## config.mk

```make
export PLATFORM = sky130hd
export DESIGN_NAME = sr_latch_arbiter_flat
export DESIGN_NICKNAME = d
export VERILOG_FILES = /design/src/rtl/sr_latch_arbiter_if.sv /design/src/rtl/sr_latch_arbiter.sv /design/src/flat_wrapper.sv
export SDC_FILE = /design/constraint.sdc
export NUM_CORES = 1
export LEC_CHECK = 0
export ABC_CLOCK_PERIOD_IN_PS = 2920
export CAP_MARGIN = 25
export CORE_ASPECT_RATIO = 1.2
export CORE_MARGIN = 4
export CORE_UTILIZATION = 53
export CTS_BUF_LIST = sky130_fd_sc_hd__clkbuf_8
export CTS_CLUSTER_DIAMETER = 40
export DETAILED_ROUTE_END_ITERATION = 6
export GPL_TIMING_DRIVEN = 1
export PLACE_DENSITY = 0.81
export SLEW_MARGIN = 20
export SYNTH_ARGS = -nofsm -noshare
export SYNTH_HDL_FRONTEND = slang
export SYNTH_SLANG_ARGS = --single-unit
```

## constraint.sdc

```tcl
create_clock -name clock -period 2.92 [get_ports clock]
set_clock_uncertainty 0.1 [all_clocks]
set_input_delay 0.292 -clock clock [delete_from_list [all_inputs] [get_ports clock]]
set_output_delay 0.292 -clock clock [all_outputs]
set_load 0.02 [all_outputs]
```

## src/rtl/sr_latch_arbiter_if.sv

```systemverilog
// Requester-side handshake bundle for sr_latch_arbiter.
// The requester logic drives req/op and observes ack/ok/busy.
interface sr_latch_arbiter_if #(
   parameter int N_REQ = 4
);
   logic [N_REQ-1:0] req;
   logic [N_REQ-1:0] op;
   logic [N_REQ-1:0] ack;
   logic             ok;
   logic             busy;

   // Requester side: issues operations, watches completion.
   modport master (
      output req,
      output op,
      input  ack,
      input  ok,
      input  busy
   );

   // Arbiter side: consumes operations, reports completion.
   modport slave (
      input  req,
      input  op,
      output ack,
      output ok,
      output busy
   );
endinterface

```

## src/rtl/sr_latch_arbiter.sv

```systemverilog
// Round-robin arbiter sharing one bare SR latch among N_REQ requesters.
// A winner's set/clear request becomes a PULSE_LEN-cycle pulse on s or r,
// followed by a GAP_LEN-cycle quiet period, after which q is sampled and
// the winner gets a one-cycle ack with ok = (q matches the request).
// s and r are both derived from a single registered op bit, so they can
// never be high together. If q already holds the requested value the
// pulse is skipped and the ack is issued on the next cycle.
module sr_latch_arbiter #(
   parameter int N_REQ     = 4,
   parameter int PULSE_LEN = 2,
   parameter int GAP_LEN   = 2
) (
   input  logic              clock,
   input  logic              reset,
   sr_latch_arbiter_if.slave bus,
   input  logic              q,
   output logic              s,
   output logic              r
);

   localparam int PW      = (N_REQ > 1) ? $clog2(N_REQ) : 1;
   localparam int PW1     = PW + 1;
   localparam int CNT_MAX = (PULSE_LEN > GAP_LEN) ? PULSE_LEN : GAP_LEN;
   localparam int CW      = (CNT_MAX > 1) ? $clog2(CNT_MAX) : 1;

   localparam logic [CW-1:0] PULSE_LOAD = CW'(PULSE_LEN - 1);
   localparam logic [CW-1:0] GAP_LOAD   = CW'(GAP_LEN - 1);
   localparam logic [PW-1:0] LAST_IDX   = PW'(N_REQ - 1);

   typedef enum logic [1:0] {
      ST_IDLE  = 2'd0,
      ST_PULSE = 2'd1,
      ST_GAP   = 2'd2,
      ST_ACK   = 2'd3
   } state_e;

   state_e           state_q, state_d;
   logic [PW-1:0]    ptr_q,   ptr_d;
   logic [PW-1:0]    gnt_q,   gnt_d;
   logic [CW-1:0]    cnt_q,   cnt_d;
   logic             op_q,    op_d;
   logic             s_q,     s_d;
   logic             r_q,     r_d;
   logic [N_REQ-1:0] ack_q,   ack_d;
   logic             ok_q,    ok_d;
   logic             busy_q,  busy_d;

   logic [PW:0]      pick_s;
   logic [PW-1:0]    win_idx_s;
   logic             win_vld_s;
   logic             win_op_s;

   // Round-robin pick: first requester at or after start, wrapping.
   // Result is {found, index}.
   function automatic logic [PW:0] rr_pick(
      input logic [N_REQ-1:0] req_v,
      input logic [PW-1:0]    start
   );
      logic [PW:0] res;
      logic [PW:0] sum;
      res = {1'b0, start};
      for (int k = 0; k < N_REQ; k++) begin
         sum = {1'b0, start} + PW1'(k);
         if (sum >= PW1'(N_REQ)) begin
            sum = sum - PW1'(N_REQ);
         end else begin
            sum = sum;
         end
         if (!res[PW] && req_v[sum[PW-1:0]]) begin
            res = {1'b1, sum[PW-1:0]};
         end else begin
            res = res;
         end
      end
      return res;
   endfunction

   // One-hot ack vector for a granted index.
   function automatic logic [N_REQ-1:0] onehot(input logic [PW-1:0] idx);
      logic [N_REQ-1:0] v;
      v      = '0;
      v[idx] = 1'b1;
      return v;
   endfunction

   // Pointer following a grant, wrapping after the last requester.
   function automatic logic [PW-1:0] next_ptr(input logic [PW-1:0] idx);
      logic [PW-1:0] n;
      if (idx == LAST_IDX) begin
         n = '0;
      end else begin
         n = idx + PW'(1);
      end
      return n;
   endfunction

   // Candidate winner for the current cycle (used only in IDLE).
   always_comb begin
      pick_s    = rr_pick(bus.req, ptr_q);
      win_vld_s = pick_s[PW];
      win_idx_s = pick_s[PW-1:0];
      win_op_s  = bus.op[win_idx_s];
   end

   // Next-state and registered-output logic for the IDLE/PULSE/GAP/ACK sequence.
   always_comb begin
      state_d = state_q;
      ptr_d   = ptr_q;
      gnt_d   = gnt_q;
      cnt_d   = cnt_q;
      op_d    = op_q;
      s_d     = 1'b0;
      r_d     = 1'b0;
      ack_d   = '0;
      ok_d    = 1'b0;
      busy_d  = 1'b1;

      case (state_q)
         ST_IDLE: begin
            if (win_vld_s) begin
               gnt_d = win_idx_s;
               op_d  = win_op_s;
               ptr_d = next_ptr(win_idx_s);
               // Four-state compare: an unknown q never counts as matching.
               if (q === win_op_s) begin
                  state_d = ST_ACK;
                  ack_d   = onehot(win_idx_s);
                  ok_d    = 1'b1;
               end else begin
                  state_d = ST_PULSE;
                  s_d     = win_op_s;
                  r_d     = ~win_op_s;
                  cnt_d   = PULSE_LOAD;
               end
            end else begin
               busy_d = 1'b0;
            end
         end

         ST_PULSE: begin
            if (cnt_q == '0) begin
               state_d = ST_GAP;
               cnt_d   = GAP_LOAD;
            end else begin
               cnt_d = cnt_q - CW'(1);
               s_d   = op_q;
               r_d   = ~op_q;
            end
         end

         ST_GAP: begin
            if (cnt_q == '0) begin
               state_d = ST_ACK;
               ack_d   = onehot(gnt_q);
               ok_d    = (q === op_q);
            end else begin
               cnt_d = cnt_q - CW'(1);
            end
         end

         ST_ACK: begin
            state_d = ST_IDLE;
            busy_d  = 1'b0;
         end

         default: begin
            state_d = ST_IDLE;
            cnt_d   = '0;
            busy_d  = 1'b0;
         end
      endcase
   end

   // State and output registers; reset drops any in-flight operation.
   always_ff @(posedge clock) begin
      if (reset) begin
         state_q <= ST_IDLE;
         ptr_q   <= '0;
         gnt_q   <= '0;
         cnt_q   <= '0;
         op_q    <= 1'b0;
         s_q     <= 1'b0;
         r_q     <= 1'b0;
         ack_q   <= '0;
         ok_q    <= 1'b0;
         busy_q  <= 1'b0;
      end else begin
         state_q <= state_d;
         ptr_q   <= ptr_d;
         gnt_q   <= gnt_d;
         cnt_q   <= cnt_d;
         op_q    <= op_d;
         s_q     <= s_d;
         r_q     <= r_d;
         ack_q   <= ack_d;
         ok_q    <= ok_d;
         busy_q  <= busy_d;
      end
   end

   assign s        = s_q;
   assign r        = r_q;
   assign bus.ack  = ack_q;
   assign bus.ok   = ok_q;
   assign bus.busy = busy_q;

endmodule

```

## src/flat_wrapper.sv

```systemverilog
// flat-port wrapper written by rule: the top's interface ports become plain ports
module sr_latch_arbiter_flat 
#(
   parameter int N_REQ     = 4,
   parameter int PULSE_LEN = 2,
   parameter int GAP_LEN   = 2
)
  (clock, reset, q, s, r, bus_req, bus_op, bus_ack, bus_ok, bus_busy);
  sr_latch_arbiter_if #(.N_REQ(N_REQ)) bus_i ();
  input  logic clock;
  input  logic reset;
  input  logic q;
  output logic s;
  output logic r;
  input wire logic [$bits(bus_i.req)-1:0] bus_req;
  input wire logic [$bits(bus_i.op)-1:0] bus_op;
  output wire logic [$bits(bus_i.ack)-1:0] bus_ack;
  output wire logic [$bits(bus_i.ok)-1:0] bus_ok;
  output wire logic [$bits(bus_i.busy)-1:0] bus_busy;
  assign bus_i.req = bus_req;
  assign bus_i.op = bus_op;
  assign bus_ack = bus_i.ack;
  assign bus_ok = bus_i.ok;
  assign bus_busy = bus_i.busy;
  sr_latch_arbiter #(.N_REQ(N_REQ), .PULSE_LEN(PULSE_LEN), .GAP_LEN(GAP_LEN)) u_core (.clock(clock), .reset(reset), .bus(bus_i), .q(q), .s(s), .r(r));
endmodule
```

Word-level counts from Yosys, hierarchy flattened:

Cells that the tools add are included.

* add/sub/neg operators: 9
* $lt $le $gt $ge: 12
* equal/unequal tests: 10
* multiplexer cells: 51
* bitwise gates (word level): 2
* reductions and logical operators: 13

Operator list (number)
* 2-to-1 mux 1 bit: 21
* < comparator 2 x 3 -> 1 bit (second input constant): 6
* 2-to-1 mux 2 bit: 9
* 2-to-1 mux 3 bit: 4
* 2-to-1 mux 4 bit: 3
* binary-select mux 1 bit (select 2 bit): 5
* >= comparator 3 bit (second input constant): 3
* case mux 1 bit (2 select lines): 4
* case mux 2 bit (4 select lines): 1
* case mux 4 bit (2 select lines): 1
* subtractor 2 x 1 -> 2 bit (second input constant): 4
* adder 2 x 2 -> 3 bit (second input constant): 2
* == test 2 bit (second input constant): 3
* != test 2 bit (second input constant): 3
* AND reduction 3 bit: 2
* logical AND 1 bit: 5
* demux 1 bit (select 2 bit): 2
* >= comparator 2 x 1 -> 1 bit (second input constant): 2
* adder 2 x 1 -> 3 bit (second input constant): 1
* >= comparator 2 x 3 -> 1 bit (second input constant): 1
* logical NOT 1 bit: 3
* case mux 1 bit (3 select lines): 1
* nonzero test 3 bit: 1
* adder 2 x 1 -> 2 bit (second input constant): 1
* 7 further kinds: 9

* bits in registers: 16
* input bits: 11
* output and inout bits: 8
* logic and storage cells: 107

Logic depth before layout (Yosys ltp):

* word-level depth: 21
* gate-level depth with buffers: 10
* depth with buffers taken out: 10

Worst setup path before layout:

No wires, ideal clock.

* kind: reg-to-reg
* start point: register u_core.ptr_q[0]
* end point: register u_core.cnt_q
* library setup time: 0.091 ns
* arrival: 2.193 ns
* data required time: 2.729 ns
* slack: 0.536 ns
* cell stages (with the launch flop): 10
* buffers on the path: 0
* clock period less this slack: 2.384 ns
* path through: dfxtp_1 nor2b_4 o21bai_4 a221oi_4 mux2i_1 mux2i_1 ha_1 o21ai_0 a31oi_1 a311oi_1

* cells in the longest elaborated chain, start to end: 19

RTL lines
* start: declaration: line sr_latch_arbiter.sv:38 `logic [PW-1:0] ptr_q, ptr_d;`
* start signal: assignment: line sr_latch_arbiter.sv:189 `ptr_q <= ptr_d;`
* parallel branches: the longest is 13 deep, another holds adder 2 x 1 -> 3 bit
* 2-to-1 mux 3 bit (*): line sr_latch_arbiter.sv:69 `if (!res[PW] && req_v[sum[PW-1:0]]) begin`
* via u_core.pick_s[0]: line sr_latch_arbiter.sv:48 `logic [PW:0] pick_s;`
* binary-select mux 1 bit (select 2 bit) (*): line sr_latch_arbiter.sv:102 `win_op_s = bus.op[win_idx_s];`
* 2-to-1 mux 1 bit (not written as such) (*): line sr_latch_arbiter.sv:102
* via u_core.win_op_s: line sr_latch_arbiter.sv:51 `logic win_op_s;`
* case equality test 1 bit (*): line sr_latch_arbiter.sv:125 `if (q === win_op_s) begin`
* != test 2 bit (no source line) (*)
* AND reduction 3 bit (no source line) (*)
* end signal: assignment: line sr_latch_arbiter.sv:191 `cnt_q <= cnt_d;`
* end: declaration: line sr_latch_arbiter.sv:40 `logic [CW-1:0] cnt_q, cnt_d;`

Mark *: on every way through the listed nets, which the timed path passes. The select of a mux whose other input is x is not followed.
A chain may end at the register's enable or synchronous reset.

Final worst setup path:

* start point: input bus_req[3]
* end point: register u_core.cnt_q

* cells in the longest elaborated chain, start to end: 17

RTL lines
* start: declaration: line flat_wrapper.sv:15 `input wire logic [$bits(bus_i.req)-1:0] bus_req;`
* binary-select mux 1 bit (select 2 bit): line sr_latch_arbiter.sv:69
* 2-to-1 mux 1 bit (not written as such): line sr_latch_arbiter.sv:69
* 2-to-1 mux 3 bit: line sr_latch_arbiter.sv:69
* logical NOT 1 bit: line sr_latch_arbiter.sv:69
* logical AND 1 bit: line sr_latch_arbiter.sv:69
* 2-to-1 mux 3 bit: line sr_latch_arbiter.sv:69
* logical NOT 1 bit: line sr_latch_arbiter.sv:69
* logical AND 1 bit: line sr_latch_arbiter.sv:69
* (+3 left out)
* 2-to-1 mux 3 bit (*): line sr_latch_arbiter.sv:69
* via u_core.pick_s[0]: line sr_latch_arbiter.sv:48
* binary-select mux 1 bit (select 2 bit) (*): line sr_latch_arbiter.sv:102
* 2-to-1 mux 1 bit (not written as such) (*): line sr_latch_arbiter.sv:102
* via u_core.win_op_s: line sr_latch_arbiter.sv:51
* case equality test 1 bit (*): line sr_latch_arbiter.sv:125
* != test 2 bit (no source line) (*)
* AND reduction 3 bit (no source line) (*)

Mark *: on every way through the listed nets, which the timed path passes. The rest lies on a longest branch. The select of a mux whose other input is x is not followed.

==> flow_summary.ini <==
[global_routing]
grt.overflow.total = 0
grt_max_degree = 13
grt_pass1_wl_um = 3550
first_global_vias = 844
grt_antenna_before_repair = 0
grt.total_usage_pct = 18.0

[clock_network]
cts_setup_buffers = 0
clkSinkCount = 16
clk_pin_slew_ps = 60
cts_tree = yes
clockRootBuffer = clkbuf_8
clock_tree.buffer_depth = 2
cts_resized = 0
cts_buffers = 3
cts.htree.levels = 1
clock_latency_ps = 250
hold_buffers = 0

[floorplan]
fp.dieW_um = 47.7
die_area_um2 = 2660
core_um2 = 1830
die_y_um = 55.7
io_pins = 19
fp-row-count = 17
initial_core_util_pct = 54.9

[worst_setup_path]
cp-start-kind = input port
worstSetupPathType = input port to flop
crit_family = compound AO/OA/AOI/OAI gates
cp_max_fo = 7
slowest_delay_ps = 640
required_ps = 2980
cpMostUsedCell = mux2i_1
path_cells = clkdlybuf4s50_1 -> o21bai_1 -> a21oi_2 -> a221oi_4 -> mux2i_1 -> mux2i_1 -> ha_1 -> o21ai_0 -> a31oi_1 -> a311oi_1
crit_buf_inv = 1
cp-end-kind = flop
crit_slowest_cell = clkdlybuf4s50_1
arrival_ps = 2830

[routing]
drc = 0
wl_met2_um = 1110
drt_first_pass_iters = 4
routedWlPerCell_um = 13.1
antenna_left = 0
vias = 897
viasPerCell = 5.64
drtIter0Drc = 11
dr_wl_met3_um = 70
wl_met1_um = 873
routed.top_layer = met4
wl_um = 2080

[sta]
tns_ps = 0
timing.fmax_ghz = 0.361
hold_ws_ps = 408
worst_slack_ps = 152
drv_slew = 0
setup_viol = 0
fin_crit_ps = 2770
rsz0062_at_grt = no
max-slew-margin-rel_pct = 61.8
timing.final.crit_share_pct = 94.8
tightest_slew_ps = 568
finalHoldViolations = 0

[pwr]
power.total_mw = 1.16
switchingPower_uw = 482
seqPwrFrac_pct = 31.3
p_int_uw = 681
vdd_drop_max_v = 0.000572
p_leak_nw = 0.535
switching_share_pct = 41.4
p_clk_share_pct = 16.8
p_per_area_nw_per_um2 = 896
comb_power_share_pct = 51.9

[final_layout]
final_nets = 163
fillers = 147
area_growth_pct = 29.1
drive_gt1_share_pct = 12.1
finish.instance_area_um2 = 1300
multiInputGateArea_um2 = 643
regArea_um2 = 320
final_core_util_pct = 70.9
antennaDiodeCount = 0
fin_cells = 159

[placement]
post-place-ws_ps = -21.0
placed_cell_area_um2 = 1240
gp_congestion = 0.859
port_buffers = 18
hpwlAfterDp_um = 1670
dpl.cell_count = 155

[logic_synthesis]
postSynthCellCount = 115
netlist_area_um2 = 1000
yosysWarnings = 0
synth_top_cells_by_area = dfxtp_1 32%, ha_1 14%, nor2_1 6.7%
syn-num-nets = 137
yosysTopAreaCell = dfxtp_1
synth_edf_count = 0
synth_flop_cell = dfxtp_1
synth_common_cells = 18 x nor2_1, 16 x dfxtp_1, 11 x ha_1, 11 x nand2_1
synth_top_cell_area_share_pct = 31.9
synth.distinct_cells = 31
synth.most_common_cell = nor2_1
postSynthAreaPerCell_um2 = 8.74
yosysSeqAreaShare_pct = 31.9
synth-seq-cells = 16
synthArstFlopShare_pct = 0

[outcome]
status = complete, no violations

[worst_hold_path]
hold_path_class = flop to flop

[flow_run]
maxCapViolations = 0
cell type report:
cell class / instances / area share [%]
clock buffer: 4 / 4.24
tap: 19 / 1.83
inverter: 8 / 2.31
sequential: 16 / 24.7
multi-input combinational: 88 / 49.6
timing repair buffer: 24 / 17.4
cell families (layout without fill, tap and decap cells):
kind of cell,after synthesis,after routing,synth area share [%]
multiplexers,4,4,4.11
flip-flops,16,16,31.9
AO/OA/AOI/OAI,28,28,23.9
adder cells (fa/ha/maj),11,11,13.7
AND/OR/NAND/NOR,44,44,21.4
XOR/XNOR,1,1,0.872
buffers and inverters,11,36,4.11
per-layer routing:
metal | global-route usage (%) | up-vias
met5 | 0 | -
met4 | 5.77 | 0
met3 | 3.88 | 2
met2 | 29.5 | 19
met1 | 22.2 | 427
li1 | - | 449
power by group through the flow:
stage	registers [mW]	logic [mW]	clock network, mW
6_report	0.364	0.604	0.195
5_1_grt	0.376	0.676	0.213
4_1_cts	0.364	0.603	0.200
3_5_place_dp	0.368	0.598	0
3_3_place_gp	0.365	0.577	0
2_1_floorplan	0.378	0.402	0
sequential cells by signal (all words and copies together), names as in the netlist:
name and count:
u_core.s 1, u_core.state_q 2, u_core.op_q 1, u_core.ptr_q 2, u_core.bus.busy 1, u_core.r 1, u_core.cnt_q 1, u_core.bus.ok 1
u_core.gnt_q 2, u_core.bus.ack 4
worst paths after layout:
| kind | start | to | slack (ps) | depth (start not counted) |
|---|---|---|---|---|
| max | bus_req[3] | u_core.cnt_q$_SDFFE_PP0P_ | 150 | 10 |
| min | u_core.gnt_q[0]$_SDFFE_PP0P_ | u_core.gnt_q[0]$_SDFFE_PP0P_ | 410 | 2 |
| max reg2reg | u_core.ptr_q[0]$_SDFFE_PP0P_ | u_core.cnt_q$_SDFFE_PP0P_ | 340 | 9 |
| min reg2reg | u_core.gnt_q[0]$_SDFFE_PP0P_ | u_core.gnt_q[0]$_SDFFE_PP0P_ | 410 | 2 |
cells in the final DEF, fill, tap and decap left out, types with 2 or more instances in the layout:
cell,count
a211oi_1,3
mux2i_1,3
o21bai_1,2
a32oi_1,2
nor3_1,2
nand2_1,11
buf_4,6
o21ai_0,2
nor2_1,18
clkbuf_8,4
nand2b_1,6
dfxtp_1,16
clkdlybuf4s50_1,18
inv_1,8
ha_1,11
nor2b_1,3
a21oi_1,8
a311oi_1,2
worst reg2reg max path: stages, from the launching register on:
cell      delay (ps)
dfxtp_1          430
nor2b_4           60
o21bai_4         180
a221oi_4         360
mux2i_1          290
mux2i_1          130
ha_1             310
o21ai_0          260
a31oi_1          140
a311oi_1         240
Power figures use the tool's default switching activity.
